<file path="config.mk">
export PLATFORM = sky130hd
export DESIGN_NAME = csel_subtractor_seq_flat
export DESIGN_NICKNAME = d
export VERILOG_FILES = /design/src/rtl/csel_subtractor_seq_if.sv /design/src/rtl/csel_subtractor_seq.sv /design/src/flat_wrapper.sv
export SDC_FILE = /design/constraint.sdc
export NUM_CORES = 1
export LEC_CHECK = 0
export CAP_MARGIN = 20
export CORE_MARGIN = 5
export CORE_UTILIZATION = 40
export DETAILED_ROUTE_END_ITERATION = 10
export GPL_TIMING_DRIVEN = 1
export PLACE_DENSITY = 0.68
export SYNTH_ARGS = -nofsm -noshare
export SYNTH_HDL_FRONTEND = slang
export SYNTH_SLANG_ARGS = --single-unit
export TNS_END_PERCENT = 100
</file>
<file path="constraint.sdc">
create_clock -name clk -period 3 [get_ports clk]
set_input_delay 0.45 -clock clk [delete_from_list [all_inputs] [get_ports clk]]
set_output_delay 0.45 -clock clk [all_outputs]
set_load 0.05 [all_outputs]
</file>
<file path="src/rtl/csel_subtractor_seq_if.sv">
// Handshake and data bundle for the chunked carry-select subtractor.
interface csel_subtractor_seq_if #(
    parameter int WIDTH = 16
);
    logic             in_valid;
    logic             in_ready;
    logic [WIDTH-1:0] a;
    logic [WIDTH-1:0] b;
    logic             bin;
    logic             out_valid;
    logic             out_ready;
    logic [WIDTH-1:0] diff;
    logic             bout;
    logic             zero;

    modport master (
        output in_valid, a, b, bin, out_ready,
        input  in_ready, out_valid, diff, bout, zero
    );

    modport slave (
        input  in_valid, a, b, bin, out_ready,
        output in_ready, out_valid, diff, bout, zero
    );
endinterface

</file>
<file path="src/rtl/csel_subtractor_seq.sv">
// Multi-cycle unsigned subtractor: diff = a - b - bin, CHUNK bits per clock, LSB chunk first.
// Each chunk computes both borrow-in cases in parallel; the registered borrow picks one.
module csel_subtractor_seq #(
    parameter int WIDTH = 16,
    parameter int CHUNK = 4
) (
    input logic                 clk,
    input logic                 rst_n,
    csel_subtractor_seq_if.slave bus
);
    localparam int NCH  = WIDTH / CHUNK;
    localparam int IDXW = (NCH > 1) ? $clog2(NCH) : 1;

    typedef enum logic [1:0] {
        IDLE,
        RUN,
        DONE
    } state_t;

    state_t           state;
    logic [WIDTH-1:0] a_work;
    logic [WIDTH-1:0] b_work;
    logic [WIDTH-1:0] diff_work;
    logic             borrow;
    logic [IDXW-1:0]  idx;

    logic [WIDTH-1:0] diff_q;
    logic             bout_q;
    logic             zero_q;
    logic             in_ready_q;
    logic             out_valid_q;

    logic [CHUNK:0]   d0;
    logic [CHUNK:0]   d1;
    logic [CHUNK:0]   sel;
    logic [WIDTH-1:0] diff_next;
    logic             last;

    // Operands shift right so the current chunk is always at the bottom; result
    // chunks enter from the top and land in their own slice after NCH steps.
    always_comb begin
        d0        = {1'b0, a_work[CHUNK-1:0]} - {1'b0, b_work[CHUNK-1:0]};
        d1        = {1'b0, a_work[CHUNK-1:0]} - {1'b0, b_work[CHUNK-1:0]}
                    - {{CHUNK{1'b0}}, 1'b1};
        sel       = borrow ? d1 : d0;
        diff_next = (diff_work >> CHUNK) | (WIDTH'(sel[CHUNK-1:0]) << (WIDTH - CHUNK));
        last      = (idx == IDXW'(NCH - 1));
    end

    always_ff @(posedge clk) begin
        if (!rst_n) begin
            state       <= IDLE;
            a_work      <= '0;
            b_work      <= '0;
            diff_work   <= '0;
            borrow      <= 1'b0;
            idx         <= '0;
            diff_q      <= '0;
            bout_q      <= 1'b0;
            zero_q      <= 1'b1;
            in_ready_q  <= 1'b1;
            out_valid_q <= 1'b0;
        end else begin
            case (state)
                IDLE: begin
                    if (bus.in_valid && in_ready_q) begin
                        a_work     <= bus.a;
                        b_work     <= bus.b;
                        borrow     <= bus.bin;
                        diff_work  <= '0;
                        idx        <= '0;
                        in_ready_q <= 1'b0;
                        state      <= RUN;
                    end
                end
                RUN: begin
                    a_work    <= a_work >> CHUNK;
                    b_work    <= b_work >> CHUNK;
                    diff_work <= diff_next;
                    borrow    <= sel[CHUNK];
                    idx       <= idx + IDXW'(1);
                    if (last) begin
                        diff_q      <= diff_next;
                        bout_q      <= sel[CHUNK];
                        zero_q      <= (diff_next == '0);
                        out_valid_q <= 1'b1;
                        state       <= DONE;
                    end
                end
                DONE: begin
                    if (bus.out_ready) begin
                        out_valid_q <= 1'b0;
                        in_ready_q  <= 1'b1;
                        state       <= IDLE;
                    end
                end
                default: begin
                    out_valid_q <= 1'b0;
                    in_ready_q  <= 1'b1;
                    state       <= IDLE;
                end
            endcase
        end
    end

    assign bus.in_ready  = in_ready_q;
    assign bus.out_valid = out_valid_q;
    assign bus.diff      = diff_q;
    assign bus.bout      = bout_q;
    assign bus.zero      = zero_q;
endmodule

</file>
<file path="src/flat_wrapper.sv">
// flat-port wrapper written by rule: the top's interface ports become plain ports
module csel_subtractor_seq_flat 
#(
    parameter int WIDTH = 16,
    parameter int CHUNK = 4
)
  (clk, rst_n, bus_in_valid, bus_a, bus_b, bus_bin, bus_out_ready, bus_in_ready, bus_out_valid, bus_diff, bus_bout, bus_zero);
  csel_subtractor_seq_if #(.WIDTH(WIDTH)) bus_i ();
  input logic clk;
  input logic rst_n;
  input wire logic [$bits(bus_i.in_valid)-1:0] bus_in_valid;
  input wire logic [$bits(bus_i.a)-1:0] bus_a;
  input wire logic [$bits(bus_i.b)-1:0] bus_b;
  input wire logic [$bits(bus_i.bin)-1:0] bus_bin;
  input wire logic [$bits(bus_i.out_ready)-1:0] bus_out_ready;
  output wire logic [$bits(bus_i.in_ready)-1:0] bus_in_ready;
  output wire logic [$bits(bus_i.out_valid)-1:0] bus_out_valid;
  output wire logic [$bits(bus_i.diff)-1:0] bus_diff;
  output wire logic [$bits(bus_i.bout)-1:0] bus_bout;
  output wire logic [$bits(bus_i.zero)-1:0] bus_zero;
  assign bus_i.in_valid = bus_in_valid;
  assign bus_i.a = bus_a;
  assign bus_i.b = bus_b;
  assign bus_i.bin = bus_bin;
  assign bus_i.out_ready = bus_out_ready;
  assign bus_in_ready = bus_i.in_ready;
  assign bus_out_valid = bus_i.out_valid;
  assign bus_diff = bus_i.diff;
  assign bus_bout = bus_i.bout;
  assign bus_zero = bus_i.zero;
  csel_subtractor_seq #(.WIDTH(WIDTH), .CHUNK(CHUNK)) u_core (.clk(clk), .rst_n(rst_n), .bus(bus_i));
endmodule
</file>
==> flow_summary.toml, run 1 <==
[drt]
vias = 2548
vias_per_cell = 5.12
drt_first_pass_iters = 5
wire_per_inst_um = 13.6
drc = 0
drt_iter0_drc = 106
ant_nets = 0
drt_wl_total_mm = 6.76

[clock_network]
ctsRootBufferMaster = "clkbuf_8"
cts_setup_buffers = 0
insertion_delay_ps = 330
htreeDepth = 3
numCtsBuffers = 9
hold_buffers = 0
clock-sinks = 69
clockBufferDepth = 2
cts_tree = "yes"
path_clk_slew_ps = 80
ctsResizeCount = 0

[synth]
yosysMostFrequentCell = "nand2_1"
syn_area_um2 = 3160
synth_cells = 346
async_flop_share = 0
ys_seq_area_frac = 0.437
synthDistinctLibCells = 41
synthTopCellsByCount = "73 x nand2_1, 69 x dfxtp_1, 26 x mux2i_1, 25 x a21boi_0, 25 x o211a_1"
synth_area_leader_cell = "dfxtp_1"
synth_edf_count = 0
synth_nets = 390
yosysWarnings = 0
synth_area_leaders = "dfxtp_1 44%, nand2_1 8.7%, mux2i_1 8.2%, o211a_1 7.9%, a21boi_0 5.9%"
yosysTopAreaCellShare = 0.437
syn_area_per_cell_um2 = 9.13
synth_seq_cells = 69
synth-main-ff-cell = "dfxtp_1"

[die]
rows = 32
dieArea_um2 = 9770
initial_core_util = 0.409
die-height_um = 98.9
io_pins = 57
die_w_um = 98.9
core_um2 = 7730

[sta]
finalMaxSlewViolations = 0
skew_ps = 9.14
maxSlewHeadroom = 0.515
finalSetupTns_ps = 0
timing.fmax_mhz = 471
tightest_slew_ps = 728
period_share = 0.708
hold_viol_final = 0
setup_violations = 0
rsz0062_at_grt = "no"
post-route-min-period_ps = 2120
fin_hold_ws_ps = 451

[cells_and_area]
finalInstanceArea_um2 = 3960
n_antenna_cell = 0
nNetsFinal = 435
fin_util = 0.512
area_growth_pct = 25.4
multiInputGateArea_um2 = 1640
fillers = 740
ff_latch_area_um2 = 1380
drive_above_1_share = 0.0631

[critical_path]
cp-end-kind = "flip-flop"
critical_path.max_fanout = 4
crit_path_frequent_cell = "ha_1"
path_cells = "inv_1 > ha_1 > fa_1 > ha_1 > and3b_1 > nand4_1 > a22o_1 > a31oi_1"
arrival_ps = 2380
start_kind = "flip-flop"
crit_required_ps = 3260
critPathSlowestCell = "fa_1"
critical_path_class = "reg -> reg"
cpPeakStageDelay_ps = 550

[place]
post_dp_cell_area_um2 = 3770
io_buffer_count = 56
dp_hpwl_mm = 4.71
routabilityCongestion = 0.858

[grt]
grt_overflow = 0
grt_first_pass_wirelength_mm = 11.6
antenna_found_initial = 0
grtUsageTotal = 0.144
grt_max_degree = 46
grt_pass1_vias = 2497

[run_status]
status = "finished clean"

[pwr]
p_total_mw = 2.15
p_leak_nw = 1.79
irDropWorstVdd_mv = 0.275
powerDensity_nw_per_um2 = 544

[flow_run]
max-cap-violations = 0

[worst_hold_path]
hp-class = "reg -> reg"
-- per-layer routing --
layer  track usage  share of wire
met5             0              0
met3        0.0326          0.048
met1         0.190           0.47
met4        0.0504         0.0093
met2         0.231           0.47
-- flip-flops by register name, indices dropped and copies added (netlist names) --
name and cells:
u_core.diff_work 12, u_core.bus.diff 16, u_core.borrow 1, u_core.idx 2
u_core.bus.bout 1, u_core.bus.in_ready 1, u_core.a_work 16, u_core.bus.out_valid 1
u_core.b_work 16, u_core.state 2, u_core.bus.zero 1
-- worst paths after layout --
check                                                startpoint                               to  slack (ps)  cells past startpoint
worst max register to register    u_core.a_work[0]$_SDFFE_PN0P_       u_core.borrow$_SDFFE_PN0P_         880                      8
worst min-delay path            u_core.bus.diff[8]$_SDFFE_PN0P_  u_core.bus.diff[8]$_SDFFE_PN0P_         450                      2
worst min register to register  u_core.bus.diff[8]$_SDFFE_PN0P_  u_core.bus.diff[8]$_SDFFE_PN0P_         450                      2
worst max-delay path              u_core.a_work[0]$_SDFFE_PN0P_       u_core.borrow$_SDFFE_PN0P_         880                      8
-- logic make-up (layout without fill, tap and decap cells) --
group,after synthesis,after routing,share of synthesized area
AO/OA/AOI/OAI,81,81,0.202
buffers and inverters,34,84,0.0448
adder cells (fa/ha/maj),7,7,0.0301
XOR/XNOR,4,4,0.0178
flip-flops,69,69,0.437
AND/OR/NAND/NOR,124,124,0.182
multiplexers,27,27,0.0860
-- layout make-up --
| class | count | area share |
|---|---|---|
| clock buffers | 10 | 0.0348 |
| clock inverters | 6 | 0.0117 |
| inverters | 8 | 0.00759 |
| multi-input cells | 243 | 0.414 |
| flip-flops and latches | 69 | 0.349 |
| well taps | 102 | 0.0322 |
| repair buffers | 60 | 0.151 |
-- stage by stage --
step / setup WS (ps) / std cells
final: 876 / 498
after global routing: 756 / 498
after CTS: 885 / 498
after detailed placement: 851 / 482
after global placement: 894 / 482
after floorplan: 1030 / 346
-- critical path: cells and delay by family (launching register included) --
kind	cells	cell delay, ps
fa+ha+maj	3	970
flops	1	330
buf+inv	1	40
compound gates	2	420
simple gates	2	270
-- power breakdown --
group	switching (mW)	internal, mW	total, mW
logic	0.227	0.220	0.447
clock network	0.365	0.327	0.691
registers	0.0418	0.972	1.01
total	0.633	1.52	2.15
-- placed cells by master, fill, tap and decap left out, drive strengths merged, types with 7 or more instances in the layout --
cell type / Yosys / layout
dfxtp: 69 / 69
mux2i: 26 / 26
a21boi: 26 / 26
a22oi: 7 / 7
nand2: 73 / 73
clkdlybuf4s50: 0 / 55
o211a: 25 / 25
nand3: 13 / 13
clkbuf: 13 / 10
inv: 8 / 9
nor2b: 10 / 10
o21ai: 8 / 8
Power figures use the tool's default switching activity.
==> run 2, diff against run 1 <==
==> constraint.sdc (replaced) <==
create_clock -name clk -period 1.97 [get_ports clk]
set_input_delay 0.2955 -clock clk [delete_from_list [all_inputs] [get_ports clk]]
set_output_delay 0.2955 -clock clk [all_outputs]
set_load 0.05 [all_outputs]
==> run 2 against run 1 <==
Compared with the run above:
- the flow now finishes with violations (setup timing)
- first-iteration DRC count decreased by 13%
- global-route usage rose by 0.58 points
- via count up 2.7%
- flip-flop and latch count did not move
- core utilization is 2.3 points higher
- total power up 67%
- largest cell class unchanged
==> flow_summary.toml, run 2 (synthesized netlist as in run 1, its figures left out) <==
[clock_network]
ctsRootBufferMaster = "clkbuf_8"
clock-sinks = 69
path_clk_slew_ps = 70
numCtsBuffers = 9
htreeDepth = 3
cts_tree = "yes"
insertion_delay_ps = 350
clockBufferDepth = 2
hold_buffers = 0

[drt]
vias = 2617
drc = 0
drt_iter0_drc = 92
vias_per_cell = 5.12
drt_first_pass_iters = 4
ant_nets = 0
wire_per_inst_um = 14.0
drt_wl_total_mm = 7.14

[critical_path]
critical_path_class = "reg -> reg"
critPathSlowestCell = "fa_2"
cp-end-kind = "flip-flop"
cpPeakStageDelay_ps = 480
crit_path_frequent_cell = "ha_4"
critical_path.max_fanout = 2
path_cells = "inv_2 > ha_4 > fa_2 > ha_4 > nand2_2 > o22a_1 > nor4_2 > a31o_1"
crit_required_ps = 2260
arrival_ps = 2290
start_kind = "flip-flop"

[cells_and_area]
nNetsFinal = 448
fin_util = 0.535
final-instance-count-excl-fill = 511
drive_above_1_share = 0.112
fillers = 714
ff_latch_area_um2 = 1380
multiInputGateArea_um2 = 1680
area_growth_pct = 30.9
final_common_cell = "nand2_1"
final_cell_mix = "72 x nand2_1, 67 x dfxtp_1, 55 x clkdlybuf4s50_1"
n_antenna_cell = 0

[grt]
grtUsageTotal = 0.150
antenna_found_initial = 0
grt_overflow = 0
grt_max_degree = 45
grt_first_pass_wirelength_mm = 11.9
grt_pass1_vias = 2640

[pwr]
internal_power_mw = 2.60
clkPwrFrac = 0.350
power.switching_uw = 998
share_comb_of_total_power = 0.219
switching_share = 0.278
power_frac_seq = 0.431
irDropWorstVdd_mv = 0.462
powerDensity_nw_per_um2 = 870
p_leak_nw = 1.87

[sta]
finalSetupTns_ps = -62.4
timing.fmax_mhz = 501
tightest_slew_ps = 496
rsz0062_at_grt = "yes"
skew_ps = 9.47
fin_ws_ps = -25.5
fin_hold_ws_ps = 310
hold_viol_final = 0
post-route-min-period_ps = 2000
setup_violations = 3
period_share = 1.01
finalMaxSlewViolations = 0
maxSlewHeadroom = 0.668

[place]
routabilityCongestion = 0.862
io_buffer_count = 56
dp_hpwl_mm = 4.98
dp.cells = 492

[die]
rows = 32
dieArea_um2 = 9770
io_pins = 57
core_um2 = 7730
die_w_um = 98.9
die-height_um = 98.9
initial_core_util = 0.409

[run_status]
violations = "setup timing"
status = "complete, but fails checks"

[worst_hold_path]
hp-class = "in -> reg"

[flow_run]
max-cap-violations = 0
==> run 2: cell count changes in the layout (fill, tap and decap cells not counted), moves of 2 or more <==
cell	delta
ha_1	-2
dfxtp_1	-2
clkinv_4	-2
dfxtp_2	+2
bufinv_16	+2
buf_4	+13
ha_4	+2
==> run 2: layer usage <==
metal / wire length, µm / vias to the layer above / GRT usage
li1: - / 1328 / -
met1: 3150 / 1206 / 0.178
met2: 3470 / 71 / 0.254
met3: 405 / 12 / 0.0552
met4: 116 / 0 / 0.0410
met5: 0 / - / 0
==> run 2: path summary, 6_finish.rpt <==
check | to | slack (ps) | from | cells after the start
max | u_core.bus.zero$_SDFFE_PN1P_ | -30 | u_core.a_work[0]$_SDFFE_PN0P_ | 8
min | u_core.borrow$_SDFFE_PN0P_ | 310 | rst_n | 3
max reg2reg | u_core.bus.zero$_SDFFE_PN1P_ | -30 | u_core.a_work[0]$_SDFFE_PN0P_ | 8
min reg2reg | u_core.bus.diff[8]$_SDFFE_PN0P_ | 450 | u_core.bus.diff[8]$_SDFFE_PN0P_ | 2
==> run 2: worst max-delay path, delay by kind of cell, from the launching register on <==
family                     cells  cell delay [ps]
adders and majority gates      3              930
and+or+nand+nor                2              240
DFF                            1              330
buffers and inverters          1               40
AOI/OAI and AO/OA              2              410
==> run 2: power by group through the flow <==
stage | registers (mW) | clock network (mW) | logic [mW]
global placement | 1.58 | 0 | 0.698
CTS | 1.55 | 1.28 | 0.750
global route | 1.56 | 1.34 | 0.871
detailed placement | 1.58 | 0 | 0.714
floorplan | 1.56 | 0 | 0.503
finish | 1.55 | 1.26 | 0.787
==> run 2: per-stage QoR <==
stage	area, µm²	power (mW)	setup slack (ps)
after floorplan	3160	2.06	0.370
after global placement	3850	2.27	12.1
after detailed placement	3850	2.29	-53.5
after CTS	4110	3.58	-24.0
after global routing	4130	3.77	-112
final	4130	3.60	-25.5
==> run 2: final cells by class <==
cell class / count / area share
clock buffer: 10 / 0.0309
clock inverter: 6 / 0.0212
inverter: 8 / 0.00726
multi-input combinational: 243 / 0.407
sequential: 69 / 0.335
tap: 102 / 0.0309
timing repair buffer: 73 / 0.168
==> run 2: repair_timing <==
| action | CTS | global route |
|---|---|---|
| hold endpoints to repair | 0 | 0 |
| buffers inserted | 1 | 2 |
| pin swaps | 4 | 4 |
| gates resized for setup | 7 | 5 |
| setup endpoints to repair | 5 | 7 |
